<file path="src/rtl/ps2_mouse_init_seq_if.sv">
// Signal bundle between the PS/2 init sequencer and its surroundings.
// The pad inputs are raw; the oe outputs drive open-drain pulldowns.
interface ps2_mouse_init_seq_if;
    logic       start;
    logic       ps2_clk_i;
    logic       ps2_dat_i;
    logic       ps2_clk_oe;
    logic       ps2_dat_oe;
    logic       busy;
    logic       done;
    logic       error;
    logic [7:0] rx_data;
    logic       rx_valid;
    logic [1:0] step;

    modport master (
        input  start, ps2_clk_i, ps2_dat_i,
        output ps2_clk_oe, ps2_dat_oe, busy, done, error, rx_data, rx_valid, step
    );

    modport slave (
        output start, ps2_clk_i, ps2_dat_i,
        input  ps2_clk_oe, ps2_dat_oe, busy, done, error, rx_data, rx_valid, step
    );
endinterface

</file>
<file path="src/rtl/ps2_mouse_init_seq.sv">
// Host-side PS/2 sequencer: sends RESET, SET_RATE + rate and ENABLE to the mouse,
// validates every response and resends a command until its retry budget runs out.
module ps2_mouse_init_seq #(
    parameter int         INHIBIT_CYC = 2500,
    parameter int         TIMEOUT_CYC = 500000,
    parameter int         MAX_RETRY   = 3,
    parameter logic [7:0] SAMPLE_RATE = 8'd100
) (
    input logic                  clk,
    input logic                  rst,
    ps2_mouse_init_seq_if.master bus
);

    localparam int CNT_MAX = (TIMEOUT_CYC > INHIBIT_CYC) ? TIMEOUT_CYC : INHIBIT_CYC;
    localparam int CNT_W   = $clog2(CNT_MAX + 1);
    localparam int RTY_W   = $clog2(MAX_RETRY + 2);
    localparam logic [CNT_W-1:0] INH_LAST = CNT_W'(INHIBIT_CYC - 1);
    localparam logic [CNT_W-1:0] TMO_LAST = CNT_W'(TIMEOUT_CYC - 1);
    localparam logic [RTY_W-1:0] RTY_LIM  = RTY_W'(MAX_RETRY);

    typedef enum logic [3:0] {
        IDLE, INHIBIT, RTS, TX, ACK, RX, CHECK, RETRY, DONE, ERROR
    } state_t;

    state_t           state;
    logic             clk_s1, clk_s2, clk_d, dat_s1, dat_s2, fall;
    logic [CNT_W-1:0] cnt;
    logic [3:0]       bit_cnt;
    logic [3:0]       bit_nxt;
    logic [9:0]       shreg;
    logic [10:0]      frame;
    logic [RTY_W-1:0] retry;
    logic [RTY_W-1:0] retry_nxt;
    logic [1:0]       resp_idx;
    logic [7:0]       cmd;
    logic             chk_more, chk_adv;

    function automatic logic [7:0] cmd_byte(input logic [1:0] idx);
        case (idx)
            2'd0:    return 8'hFF;
            2'd1:    return 8'hF3;
            2'd2:    return SAMPLE_RATE;
            default: return 8'hF4;
        endcase
    endfunction

    function automatic logic frame_ok(input logic [10:0] f);
        return !f[0] && f[10] && (^f[9:1]);
    endfunction

    assign cmd       = cmd_byte(bus.step);
    assign frame     = {dat_s2, shreg};
    assign retry_nxt = retry + RTY_W'(1);
    assign bit_nxt   = bit_cnt + 4'd1;

    // Response after RESET is FA, AA, 00; every other command answers FA alone
    always_comb begin
        chk_more = 1'b0;
        chk_adv  = 1'b0;
        case (resp_idx)
            2'd0: begin
                chk_more = (bus.rx_data == 8'hFA) && (bus.step == 2'd0);
                chk_adv  = (bus.rx_data == 8'hFA) && (bus.step != 2'd0);
            end
            2'd1:    chk_more = (bus.rx_data == 8'hAA);
            default: chk_adv  = (bus.rx_data == 8'h00);
        endcase
    end

    always_ff @(posedge clk or posedge rst) begin
        if (rst) begin
            clk_s1 <= 1'b1;
            clk_s2 <= 1'b1;
            clk_d  <= 1'b1;
            dat_s1 <= 1'b1;
            dat_s2 <= 1'b1;
            fall   <= 1'b0;
        end else begin
            clk_s1 <= bus.ps2_clk_i;
            clk_s2 <= clk_s1;
            clk_d  <= clk_s2;
            dat_s1 <= bus.ps2_dat_i;
            dat_s2 <= dat_s1;
            fall   <= clk_d & ~clk_s2;
        end
    end

    always_ff @(posedge clk or posedge rst) begin
        if (rst) begin
            state          <= IDLE;
            cnt            <= '0;
            bit_cnt        <= '0;
            shreg          <= '0;
            retry          <= '0;
            resp_idx       <= '0;
            bus.ps2_clk_oe <= 1'b0;
            bus.ps2_dat_oe <= 1'b0;
            bus.busy       <= 1'b0;
            bus.done       <= 1'b0;
            bus.error      <= 1'b0;
            bus.rx_data    <= '0;
            bus.rx_valid   <= 1'b0;
            bus.step       <= '0;
        end else begin
            bus.rx_valid <= 1'b0;

            // Bus-phase watchdog; a device clock edge in the same cycle takes priority
            if (state inside {RTS, TX, ACK, RX}) begin
                if (fall) begin
                    cnt <= '0;
                end else if (cnt == TMO_LAST) begin
                    state          <= RETRY;
                    bus.ps2_clk_oe <= 1'b0;
                    bus.ps2_dat_oe <= 1'b0;
                end else begin
                    cnt <= cnt + CNT_W'(1);
                end
            end

            case (state)
                IDLE, DONE, ERROR: begin
                    if (bus.start) begin
                        state          <= INHIBIT;
                        bus.step       <= '0;
                        retry          <= '0;
                        resp_idx       <= '0;
                        bus.done       <= 1'b0;
                        bus.error      <= 1'b0;
                        bus.busy       <= 1'b1;
                        bus.ps2_clk_oe <= 1'b1;
                        cnt            <= '0;
                    end
                end
                INHIBIT: begin
                    if (cnt == INH_LAST) begin
                        bus.ps2_clk_oe <= 1'b0;
                        bus.ps2_dat_oe <= 1'b1;
                        cnt            <= '0;
                        state          <= RTS;
                    end else begin
                        cnt <= cnt + CNT_W'(1);
                    end
                end
                RTS: begin
                    if (fall) begin
                        bus.ps2_dat_oe <= ~cmd[0];
                        bit_cnt        <= 4'd1;
                        state          <= TX;
                    end
                end
                TX: begin
                    if (fall) begin
                        bit_cnt <= bit_nxt;
                        if (bit_nxt <= 4'd8) begin
                            bus.ps2_dat_oe <= ~cmd[bit_cnt[2:0]];
                        end else if (bit_nxt == 4'd9) begin
                            // odd parity bit is ~^cmd, so the pulldown is its inverse
                            bus.ps2_dat_oe <= ^cmd;
                        end else begin
                            bus.ps2_dat_oe <= 1'b0;
                            state          <= ACK;
                        end
                    end
                end
                ACK: begin
                    if (fall) begin
                        bit_cnt <= '0;
                        state   <= dat_s2 ? RETRY : RX;
                    end
                end
                RX: begin
                    if (fall) begin
                        shreg   <= {dat_s2, shreg[9:1]};
                        bit_cnt <= bit_nxt;
                        if (bit_cnt == 4'd10) begin
                            if (frame_ok(frame)) begin
                                bus.rx_data  <= frame[8:1];
                                bus.rx_valid <= 1'b1;
                                state        <= CHECK;
                            end else begin
                                state <= RETRY;
                            end
                        end
                    end
                end
                CHECK: begin
                    if (chk_more) begin
                        resp_idx <= resp_idx + 2'd1;
                        bit_cnt  <= '0;
                        cnt      <= '0;
                        state    <= RX;
                    end else if (chk_adv) begin
                        retry    <= '0;
                        resp_idx <= '0;
                        if (bus.step == 2'd3) begin
                            bus.done <= 1'b1;
                            bus.busy <= 1'b0;
                            state    <= DONE;
                        end else begin
                            bus.step       <= bus.step + 2'd1;
                            bus.ps2_clk_oe <= 1'b1;
                            cnt            <= '0;
                            state          <= INHIBIT;
                        end
                    end else begin
                        state <= RETRY;
                    end
                end
                RETRY: begin
                    retry    <= retry_nxt;
                    resp_idx <= '0;
                    if (retry_nxt > RTY_LIM) begin
                        bus.error <= 1'b1;
                        bus.busy  <= 1'b0;
                        state     <= ERROR;
                    end else begin
                        bus.ps2_clk_oe <= 1'b1;
                        cnt            <= '0;
                        state          <= INHIBIT;
                    end
                end
                default: state <= IDLE;
            endcase
        end
    end

endmodule

</file>
<file path="src/flat_wrapper.sv">
// flat-port wrapper written by rule: the top's interface ports become plain ports
module ps2_mouse_init_seq_flat 
#(
    parameter int         INHIBIT_CYC = 2500,
    parameter int         TIMEOUT_CYC = 500000,
    parameter int         MAX_RETRY   = 3,
    parameter logic [7:0] SAMPLE_RATE = 8'd100
)
  (clk, rst, bus_start, bus_ps2_clk_i, bus_ps2_dat_i, bus_ps2_clk_oe, bus_ps2_dat_oe, bus_busy, bus_done, bus_error, bus_rx_data, bus_rx_valid, bus_step);
  ps2_mouse_init_seq_if bus_i ();
  input logic clk;
  input logic rst;
  input wire logic [$bits(bus_i.start)-1:0] bus_start;
  input wire logic [$bits(bus_i.ps2_clk_i)-1:0] bus_ps2_clk_i;
  input wire logic [$bits(bus_i.ps2_dat_i)-1:0] bus_ps2_dat_i;
  output wire logic [$bits(bus_i.ps2_clk_oe)-1:0] bus_ps2_clk_oe;
  output wire logic [$bits(bus_i.ps2_dat_oe)-1:0] bus_ps2_dat_oe;
  output wire logic [$bits(bus_i.busy)-1:0] bus_busy;
  output wire logic [$bits(bus_i.done)-1:0] bus_done;
  output wire logic [$bits(bus_i.error)-1:0] bus_error;
  output wire logic [$bits(bus_i.rx_data)-1:0] bus_rx_data;
  output wire logic [$bits(bus_i.rx_valid)-1:0] bus_rx_valid;
  output wire logic [$bits(bus_i.step)-1:0] bus_step;
  assign bus_i.start = bus_start;
  assign bus_i.ps2_clk_i = bus_ps2_clk_i;
  assign bus_i.ps2_dat_i = bus_ps2_dat_i;
  assign bus_ps2_clk_oe = bus_i.ps2_clk_oe;
  assign bus_ps2_dat_oe = bus_i.ps2_dat_oe;
  assign bus_busy = bus_i.busy;
  assign bus_done = bus_i.done;
  assign bus_error = bus_i.error;
  assign bus_rx_data = bus_i.rx_data;
  assign bus_rx_valid = bus_i.rx_valid;
  assign bus_step = bus_i.step;
  ps2_mouse_init_seq #(.INHIBIT_CYC(INHIBIT_CYC), .TIMEOUT_CYC(TIMEOUT_CYC), .MAX_RETRY(MAX_RETRY), .SAMPLE_RATE(SAMPLE_RATE)) u_core (.clk(clk), .rst(rst), .bus(bus_i));
endmodule
</file>
<file path="config.mk">
export PLATFORM = sky130hd
export DESIGN_NAME = ps2_mouse_init_seq_flat
export DESIGN_NICKNAME = d
export VERILOG_FILES = /design/src/rtl/ps2_mouse_init_seq_if.sv /design/src/rtl/ps2_mouse_init_seq.sv /design/src/flat_wrapper.sv
export SDC_FILE = /design/constraint.sdc
export NUM_CORES = 1
export LEC_CHECK = 0
export CAP_MARGIN = 20
export CORE_MARGIN = 1.5
export CORE_UTILIZATION = 45
export DETAILED_ROUTE_END_ITERATION = 16
export GPL_TIMING_DRIVEN = 0
export PLACE_DENSITY = 0.66
export SLEW_MARGIN = 10
export SYNTH_ARGS = -nofsm -noshare
export SYNTH_HDL_FRONTEND = slang
export SYNTH_SLANG_ARGS = --single-unit
</file>
<file path="constraint.sdc">
create_clock -name clk -period 2.1 [get_ports clk]
set_clock_uncertainty 0.05 [all_clocks]
set_input_delay 0.315 -clock clk [delete_from_list [all_inputs] [get_ports clk]]
set_output_delay 0.315 -clock clk [all_outputs]
set_load 0.03 [all_outputs]
</file>
* Yosys cells after proc, flatten, opt, wreduce, memory -nomap -nowiden *
Index checks and enable logic that the tools add are counted.

operators by class
  add/subtract/negate cells = 5
  $lt $le $gt $ge = 3
  equality and inequality tests = 30
  mux-type cells = 87
  bitwise gates (word level) = 4
  reductions and logical operators = 28

operators with widths
  cell                     number
  $mux W19                 9
  $mux W4                  20
  $pmux W19 S4             1
  $mux W1                  33
  $pmux W4 S8              1
  $pmux W8 S3              1
  $add A19 B1 Y19 const B  1
  $eq A19 B12 Y1 const B   1
  $eq A19 B19 Y1 const B   1
  $eq A4 B3 Y1 const B     4
  $eq A4 B4 Y1 const B     4
  $eq A8 B8 Y1 const B     2
  $pmux W4 S4              1
  $reduce_and A5 Y1        3
  $mux W2                  7
  $ne A2 B1 Y1 const B     7
  $mux W3                  3
  $pmux W3 S3              1
  $reduce_xor A9 Y1        1
  $eq A4 B2 Y1 const B     2
  $logic_not A8 Y1         1
  $pmux W1 S2              4
  $reduce_and A4 Y1        2
  $reduce_bool A4 Y1       2
  30 further kinds         45

storage, ports and cells
  flip-flop bits (word level) = 64

* Logic depth before layout (Yosys ltp) *
  depth in word-level cells = 8
  mapped depth = 8
  gate-level depth less buffers = 7

* Worst setup path after synthesis *
OpenSTA, ideal clock, no wires.

  path kind = register to register
  start = register u_core.bus.step[0]
  end = register u_core.cnt[11]
  setup time = 142 ps
  data arrival time = 2028 ps
  required time = 1908 ps
  path slack = -120 ps
  cell stages (with the launch flop) = 9
  buffers on the path = 1
  cells stage by stage = dfrtp_1 > inv_1 > ha_1 > nand4b_1 > nor4_1 > nor4_2 > o22ai_2 > buf_4 > o221ai_1

on the way
  longest elaborated chain between the ends = 6

ends and longest elaborated chain
  what                    line                         text
  from (decl)             ps2_mouse_init_seq_if.sv:18  output ps2_clk_oe, ps2_dat_oe, busy, done, error, rx_data, rx_valid, step
  from (signal assigned)  ps2_mouse_init_seq.sv:200    bus.step <= bus.step + 2'd1;
  $reduce_bool A2 Y1      ps2_mouse_init_seq.sv:63     chk_adv = (bus.rx_data == 8'hFA) && (bus.step != 2'd0);
  $logic_and A1 B1 Y1     ps2_mouse_init_seq.sv:63
  $pmux W1 S2             ps2_mouse_init_seq.sv:60     case (resp_idx)
  $mux W19                ps2_mouse_init_seq.sv:192    end else if (chk_adv) begin
  $mux W19 *              ps2_mouse_init_seq.sv:187    if (chk_more) begin
  $pmux W19 S4 *          ps2_mouse_init_seq.sv:120    case (state)
  to (signal assigned)    ps2_mouse_init_seq.sv:116    cnt <= cnt + CNT_W'(1);
  to (signal assigned)    ps2_mouse_init_seq.sv:141    cnt <= cnt + CNT_W'(1);
  to (decl)               ps2_mouse_init_seq.sv:27     logic [CNT_W-1:0] cnt;

Every way passes the cells marked *; elsewhere a longest branch is shown, timed or not.
A chain may end at the register's enable or synchronous reset.

* Worst setup path after layout *
  start = register u_core.resp_idx[1]
  end = register u_core.cnt[11]

on the way
  longest elaborated chain between the ends = 5

ends and longest elaborated chain
  what                                              line                       text
  from (decl)                                       ps2_mouse_init_seq.sv:34   logic [1:0] resp_idx;
  from (signal assigned)                            ps2_mouse_init_seq.sv:188  resp_idx <= resp_idx + 2'd1;
  $eq A2 B1 Y1 or $logic_not A2 Y1 (tied branches)  ps2_mouse_init_seq.sv:60
  $pmux W1 S2                                       ps2_mouse_init_seq.sv:60
  $mux W19                                          ps2_mouse_init_seq.sv:192
  $mux W19 *                                        ps2_mouse_init_seq.sv:187
  $pmux W19 S4 *                                    ps2_mouse_init_seq.sv:120

Marked as above.

==> flow_summary.json <==
{
  "tightest_slew_ns": 0.7563,
  "drtAntennaViolNets": 0,
  "row_count": 34,
  "regArea_um2": 1617,
  "p_int_mw": 2.041,
  "power_frac_clock_pct": 33.1,
  "cts-root-buf": "clkbuf_8",
  "setup_violations": 10,
  "nFillCells": 735,
  "wl_per_cell_um": 17.69,
  "dp_cells": 537,
  "grt_pass1_vias": 3358,
  "io_pins": 21,
  "ctsHoldBuffers": 0,
  "path_max_fanout": 5,
  "p_comb_share_pct": 18.8,
  "ir_worst_vdd_uv": 395.8,
  "seqPwrFrac_pct": 48.0,
  "grt_max_degree": 34,
  "end_kind": "register",
  "critical_path_class": "register to register",
  "ff2ff_path_depth": 9,
  "finalNetCount": 479,
  "maxClockFrequency_mhz": 467.7,
  "synth_flop_cell": "dfrtp_1",
  "antenna_found_initial": 0,
  "num_vias": 3484,
  "timing.rr.start": "u_core.resp_idx[1]",
  "maxCapViolCount": 0,
  "startpoint_type": "register",
  "slew_headroom_pct": 49.47,
  "gp_congestion": 0.9040,
  "syn_area_um2": 3970,
  "cts.htree.levels": 3,
  "syn_area_per_cell_um2": 9.731,
  "grt_pass1_wl_um": 16540,
  "cts_sinks": 64,
  "cts.path.max_buffers": 2,
  "die_area_um2": 9394,
  "routed_wl_um": 10120,
  "synth_edf_count": 0,
  "synthCells": 408,
  "grt_overflow": 0,
  "finalHoldViolCount": 0,
  "outcome": "finished, violations left",
  "rsz0062_at_grt": "true",
  "drt-initial-drc-count": 207,
  "synth-seq-cells": 64,
  "drive_gt1_share_pct": 30.60,
  "min_period_over_period_pct": 101.8,
  "crit_path_end": "u_core.cnt[11]",
  "power.density_nw_per_um2": 608.3,
  "slew_violations": 0,
  "die_x_um": 96.93,
  "drc": 0,
  "area_growth_syn_to_layout_pct": 25.59,
  "multiInputGateArea_um2": 2464,
  "crit_start": "u_core.resp_idx[1]",
  "core_um2": 8636,
  "rrSetupSlack_ns": -0.04,
  "fin_util_pct": 57.74,
  "grt_usage_pct": 21.68,
  "final_cell_mix": "dfrtp_1 (52), inv_1 (26), nor2_1 (22), clkdlybuf4s50_1 (20), mux2_2 (19)",
  "synth_cell_types": 71,
  "start_util_pct": 45.97,
  "port-buffer-count": 20,
  "setup_slack_ns": -0.03813,
  "regToRegEndpoint": "u_core.cnt[11]",
  "dp.final_hpwl_um": 6713,
  "synth_nets": 428,
  "netSwitchingPower_mw": 0.9919,
  "arrival_ns": 2.30,
  "min_period_ns": 2.138,
  "leakage_nw": 2.059,
  "clk_pin_slew_ns": 0.09,
  "clock_latency_ns": 0.35,
  "instances_no_fill": 572,
  "yosysSeqAreaShare_pct": 40.50,
  "cts_tree": "built",
  "viasPerCell": 6.091,
  "switching_share_pct": 32.71,
  "first_pass_iters": 5,
  "insertedDiodeCount": 0,
  "hp-class": "input pin to asynchronous set/reset pin",
  "yosys_warnings": 0,
  "crit_required_ns": 2.26,
  "async_flop_share_pct": 100.0,
  "violations": "negative setup slack",
  "cts_made_buffers": 9,
  "layout_commonest_cell": "dfrtp_1",
  "die_h_um": 96.93
}
## logic make-up (layout without fill, tap and decap cells)
family                   after synthesis  in the layout  share of synthesized area, %
multiplexers                          21             21                         5.894
AND/OR/NAND/NOR                      134            135                         20.17
flip-flops                            64             64                         40.50
adder cells (fa/ha/maj)               15             15                         4.727
XOR/XNOR                              15             15                         3.656
buffers and inverters                 47            102                         5.137
AO/OA/AOI/OAI                        112            112                         19.92
## critical path, stage by stage (launching register included)
cell	delay, ns
dfrtp_1	0.39
inv_2	0.06
ha_2	0.16
or3b_4	0.39
a211oi_4	0.25
buf_6	0.16
nor4_4	0.07
o22ai_4	0.20
buf_6	0.17
o221ai_1	0.11
## metal layers
metal  vias to the layer above  share of wire, %  global-route usage (%)
met5                         -                 0                       0
met1                      1730                46                   29.81
met4                         0               1.2                   6.132
met2                       107                48                   34.59
met3                         9               4.8                   4.624
li1                       1638                 -                       -
## timing repair
item,CTS,global route
resized for setup,37,48
gates cloned,0,2
buffers inserted,9,8
endpoints found under the setup margin,52,54
pin swaps,5,7
## worst min-delay path by stage
| stage | to | slack [ns] | cells after the start |
|---|---|---|---|
| after floorplan | u_core.clk_s1 | 0.27 | 0 |
| after global placement | u_core.clk_s2 | 0.30 | 0 |
| after detailed placement | u_core.clk_s2 | 0.30 | 0 |
| after CTS | u_core.shreg[9] | 0.28 | 2 |
| after global routing | u_core.clk_s1 | 0.30 | 1 |
| final | u_core.shreg[9] | 0.28 | 2 |
## power groups by stage
stage               combinational, mW  sequential [mW]  clock (mW)
floorplan                       0.359             1.45           0
global route                    0.629             1.47        1.09
finish                          0.571             1.46        1.01
detailed placement              0.470             1.47           0
CTS                             0.507             1.44        1.02
global placement                0.452             1.47           0
## state kept, by name, indices dropped and copies added, names as in the netlist, 2 cells and up
| register | count |
|---|---|
| u_core.resp_idx | 2 |
| u_core.shreg | 10 |
| u_core.cnt | 19 |
| u_core.state | 4 |
| u_core.bit_cnt | 4 |
| u_core.bus.rx_data | 8 |
| u_core.bus.step | 2 |
| u_core.retry | 3 |
## synthesized netlist by cell type (3+ instances only)
cell type,number,area (µm²)
dfrtp_1,59,1476
inv_1,29,108.9
o21ai_0,28,140.1
nor2_1,22,82.58
mux2_2,19,214.0
nand2_1,17,63.81
ha_1,15,187.7
nand3_1,14,70.07
nor3_1,13,65.06
xnor2_1,13,113.9
a21oi_1,11,55.05
a31oi_1,11,68.82
clkbuf_1,9,33.78
nand4_1,9,56.30
o22ai_1,9,56.30
nor4_1,7,43.79
o221ai_1,7,61.31
and3_1,6,37.54
o2bb2ai_1,6,52.55
or2_2,6,37.54
and4_1,5,43.79
dfstp_2,5,131.4
nand2b_1,5,31.28
nor2b_1,5,31.28
o21a_1,5,37.54
buf_2,4,20.02
a21o_1,3,22.52
a311oi_1,3,26.28
and2_1,3,18.77
o31a_1,3,26.28
o31ai_1,3,22.52
## per-stage QoR
step	power [mW]	worst slack (ns)	cell area (µm²)	hold slack [ns]	TNS (ns)
3_3_place_gp	1.920	-1.311	4313	0.2974	-75.67
6_report	3.033	-0.03813	4986	0.2757	-0.1731
4_1_cts	2.972	-0.02213	4742	0.2844	-0.04258
5_1_grt	3.193	-0.1330	4986	0.2965	-3.254
3_5_place_dp	1.944	-0.3935	4335	0.2972	-9.039
2_1_floorplan	1.806	0.004859	3978	0.2695	0
## layout make-up
type                       instances  share of cell area [%]
clock inverter                     6                  0.9034
sequential                        64                   32.42
inverter                          30                   2.384
multi-input combinational        298                   49.41
tap                              108                   2.710
buffer                            17                   2.058
clock buffer                      10                   2.760
timing repair buffer              39                   7.353
Note: power is estimated with default switching activity, not from simulation.
==> edit 1: new RTL, same flow settings <==
`SAMPLE_RATE` is set to 8'd100 in 2 places; all go to 8'd64.
--- a/src/rtl/ps2_mouse_init_seq.sv
+++ b/src/rtl/ps2_mouse_init_seq.sv
@@ -6,3 +6,3 @@
     parameter int         MAX_RETRY   = 3,
-    parameter logic [7:0] SAMPLE_RATE = 8'd100
+    parameter logic [7:0] SAMPLE_RATE = 8'd64
 ) (
--- a/src/flat_wrapper.sv
+++ b/src/flat_wrapper.sv
@@ -6,3 +6,3 @@
     parameter int         MAX_RETRY   = 3,
-    parameter logic [7:0] SAMPLE_RATE = 8'd100
+    parameter logic [7:0] SAMPLE_RATE = 8'd64
 )
Function: no difference found for any inputs over 10 cycles, from zero or initial values and one cycle with rst high; that may be too few to reach the edited logic, so the function may still have changed.
==> edit 1 against the original RTL <==
The run still ends with negative setup slack left. Combinational power up 26%. Clock power up 23%. Wire length down 5.6%. Critical path type unchanged. Synthesized area down 4.1%. Sequential cell count unchanged. Worst hold slack better by 0.035 ns. Critical path depth down 1. Setup slack worse by 0.070 ns. Power up 15%. Utilization up 3.1 points. Design area up 0.25%.
==> edit 1: results (changes against the original RTL) <==
status=complete, but fails checks; failing checks=negative setup slack; Worst setup endpoint=u_core.cnt[15]$_DFF_PP0_; count of plain and timing-repair buffers=67 (+20%); slew margin rel.=47.5% (-2.0 points); Synth area leaders=dfrtp_1 39%, mux2_2 5.6%, ha_1 4.3%; VDD IR max=0.568 mV (+43%); # fillers=674 (-8.3%); Leak=2.09 nW (+1.7%); worst setup margin=-0.108 ns (-0.0701 ns); largest net degree at the start of global routing=65 (+91%); Non-clock buffering overhead=11.0% (+1.6 points); multi-input combinational cell count=303 (+1.7%); Placed Area=4160 um2 (-4.1%); Detail Route met3 WL=529 um (+9.8%); clk cell area share=4.61% (+0.94 points); Worst path slowest cell=or3b_4; Largest delay share family, worst path=simple AND/OR/NAND/NOR gates; Seq pwr share=43.8% (-4.2 points); vias in the first global route=3,104 (-7.6%); drt initial violations=346 (+67%); crit path DAT=2.39 ns (+0.09 ns); gp weighted congestion=0.906 (+0.27%); dpl ws=-0.411 ns (-0.0172 ns); cells after synthesis=398 (-2.5%); final WL=9.56 mm (-5.6%); Fin Hold WS=0.311 ns (+0.0349 ns); critical path fanouts, max=7 (+2); cell internal pwr=2.44 mW (+19%); # setup viols final=23 (+13)
==> edit 1: cell count changes after synthesis, moves of 9 or more <==
| cell | before | now |
|---|---|---|
| nand2_1 | 17 | 32 |
| nand3_1 | 14 | 29 |
| inv_1 | 29 | 18 |
| a21oi_1 | 11 | 20 |
==> edit 1: routing by layer <==
layer  global-route usage, %  vias to the layer above
met2                    33.4                      127
met3                    3.62                       22
met1                    30.9                     1648
li1                        -                     1591
met4                    7.96                        0
met5                       0                        -
==> edit 1: timing repair <==
item,CTS,global route
buffers inserted,15,22
gates cloned,1,0
setup endpoints to repair,50,47
resized for setup,43,46
pin swaps,22,15
==> edit 1: cells by family after synthesis <==
group           share of synthesized area [%]
flops                                    42.2
buf+inv                                  3.55
fa+ha+maj                                4.27
mux                                      7.20
xor+xnor                                 3.12
compound gates                           16.2
simple gates                             23.4
==> edit 2: new RTL, same settings <==
Without the edit above. Reset style: synchronous (`rst`), changed in 2 clocked blocks.
--- a/src/rtl/ps2_mouse_init_seq.sv
+++ b/src/rtl/ps2_mouse_init_seq.sv
@@ -69,3 +69,3 @@
 
-    always_ff @(posedge clk or posedge rst) begin
+    always_ff @(posedge clk) begin
         if (rst) begin
@@ -87,3 +87,3 @@
 
-    always_ff @(posedge clk or posedge rst) begin
+    always_ff @(posedge clk) begin
         if (rst) begin
Behaviour: differs if rst is asserted again (counterexample within 4 cycles, from zero or initial values and one cycle with rst high); with rst held inactive, the same outputs for 10 cycles.
==> edit 2 against the original RTL <==
The flow still finishes with violations (negative setup slack). First-iteration DRC count is 2.9% lower. Critical path depth is 1 lower. Setup slack worse by 0.42 ns. Count of clock-buffer cells in the layout stayed put. Synthesized area is 7.0% lower. Design area is 0.38% higher. Sequential cell count stayed put. Wire length is 9.5% higher. Die area is 6.8% lower. Largest cell class unchanged. Highest routed layer unchanged.
Power is not compared: it rests on default switching activity, and its combinational part moved more than twofold at a synthesized area within 25%.
==> edit 2: results (changes against the original RTL) <==
Worst-Skew Late Latency=0.35 ns (about the same); # fillers=669 (-9.0%); layout cell share with drive strength beyond 1=29.4% (-1.2 points); dpl ws=-0.531 ns (-0.137 ns); IO buf count=19 (-5.0%); Tightest Pin Transition=0.709 ns (-0.0475 ns); Wirelength per Cell=17.9 um (+1.2%); M2 GR Usage=42.1% (+7.5 points); XOR/XNOR Fraction of Synth Area=3.22% (-0.44 points); post-synthesis compound-gate area fraction=22.6% (+2.7 points); EDFF count, synth=0 (unchanged); crit path DAT=2.71 ns (+0.41 ns); Adder-Cell Fraction of Synth Area=5.08% (+0.36 points); initial antenna violation count=0 (unchanged); Clock Path Buffers=2 (unchanged); net switching power=0.662 mW; via/cell ratio=6.12 (+0.55%); first-pass GRT wire length=17.5 mm (+6.0%); worst setup margin=-0.455 ns (-0.417 ns); Sum Neg Setup Slack=-7.36 ns (-7.19 ns); Leak=between 1.5 and 2 nW; Cell variety after synth=65 (-8.5%); HPWL after DPL=6.92 mm (+3.1%); vias in the first global route=3,541 (+5.4%); Layout Nets=533 (+11%); Placed Area=4080 um2 (-5.9%); VDD IR max=roughly 0.38 mV; M1 wire length=4.87 mm (+5.7%); Sw Ratio=24.6%; Clk pin slew, worst setup/hold paths=0.07 ns (-0.02 ns); top flop regs=u_core.cnt x19, u_core.shreg x10, u_core.bus.rx_data x8; dominant synthesized flop cell=dfxtp_1; M3 GR Usage=4.63% (+0.0099 points); Num CTS Buffers=9 (unchanged); Synth area leaders=dfxtp_1 35%, a21oi_1 5.3%, ha_1 5.1%; failing checks=negative setup slack; GRT Total Usage=25.8% (+4.2 points); cells after synthesis=454 (+11%); sequential-to-total area share from yosys stat=34.7% (-5.8 points); Post-Syn Nets=474 (+11%); max-slew violation count=0 (unchanged); largest net degree at the start of global routing=12 (-65%); critical path fanouts, max=6 (+1); mux share of post-synthesis cell area=3.29% (-2.6 points); dpl cells=575 (+7.1%); Commonest cells post-synth=64 x dfxtp_1, 49 x nor2_1, 41 x nand2_1; clock root buffer=clkbuf_8; Detail Route met3 WL=588 um (+22%); met2 routed WL=5.22 mm (+6.3%); status=complete, but fails checks; Post-synth ARST share=0% (-100 points); clk pwr=~1.2 mW; drt initial violations=201 (-2.9%); gp weighted congestion=0.931 (+3.0%); Non-Filler Instances=619 (+8.2%); worst min-delay path category=input port to flip-flop; H-Tree Depth=3 (unchanged); # setup viols final=26 (+16); met1 Track Usage GR=33.3% (+3.5 points)
-- edit 2: cell types whose count changed after synthesis, moves of 13 or more --
| cell | before | now |
|---|---|---|
| dfxtp_1 | 0 | 64 |
| dfrtp_1 | 59 | 0 |
| a21oi_1 | 11 | 39 |
| nor2_1 | 22 | 49 |
| nand2_1 | 17 | 41 |
| mux2_2 | 19 | 1 |
| o21ai_0 | 28 | 12 |
| inv_1 | 29 | 16 |
-- edit 2: worst paths after layout --
check	slack, ns	endpoint	from	depth (start not counted)
setup / recovery	-0.46	u_core.cnt[2]$_SDFF_PP0_	u_core.cnt[9]$_SDFF_PP0_	8
hold / removal	0.30	u_core.clk_d$_SDFF_PP1_	rst	2
setup reg to reg	-0.46	u_core.cnt[2]$_SDFF_PP0_	u_core.cnt[9]$_SDFF_PP0_	8
hold reg to reg	0.36	u_core.dat_s2$_SDFF_PP1_	u_core.dat_s1$_SDFF_PP1_	1
-- edit 2: area by class of cell --
type	count	area (um2)	share of cell area, %
multi-input cells	349	2630	52.6
flip-flops and latches	64	1320	26.4
repair buffers	51	505	10.1
plain buffers	22	139	2.77
clock buffers	10	138	2.75
well taps	102	128	2.55
clock inverters	5	80.1	1.60
inverters	16	62.6	1.25
-- edit 2: cells by family after synthesis --
family          count (synthesis)
compound gates                122
xor+xnor                       12
fa+ha+maj                      15
buf+inv                        42
flops                          64
mux                            12
simple gates                  187
-- edit 2: timing repair --
item,4_1_cts,5_1_grt
setup buffers,24,7
cloned,4,0
endpoints found under the setup margin,37,44
pin swaps,25,20
gates resized for setup,61,60
-- edit 2: worst max-delay path: stages (launching register included) --
cell	delay, ns
dfxtp_4	0.36
or4b_4	0.55
or4_4	0.54
o21a_4	0.22
or2_4	0.24
buf_6	0.14
buf_8	0.14
a21oi_1	0.14
a311oi_1	0.06
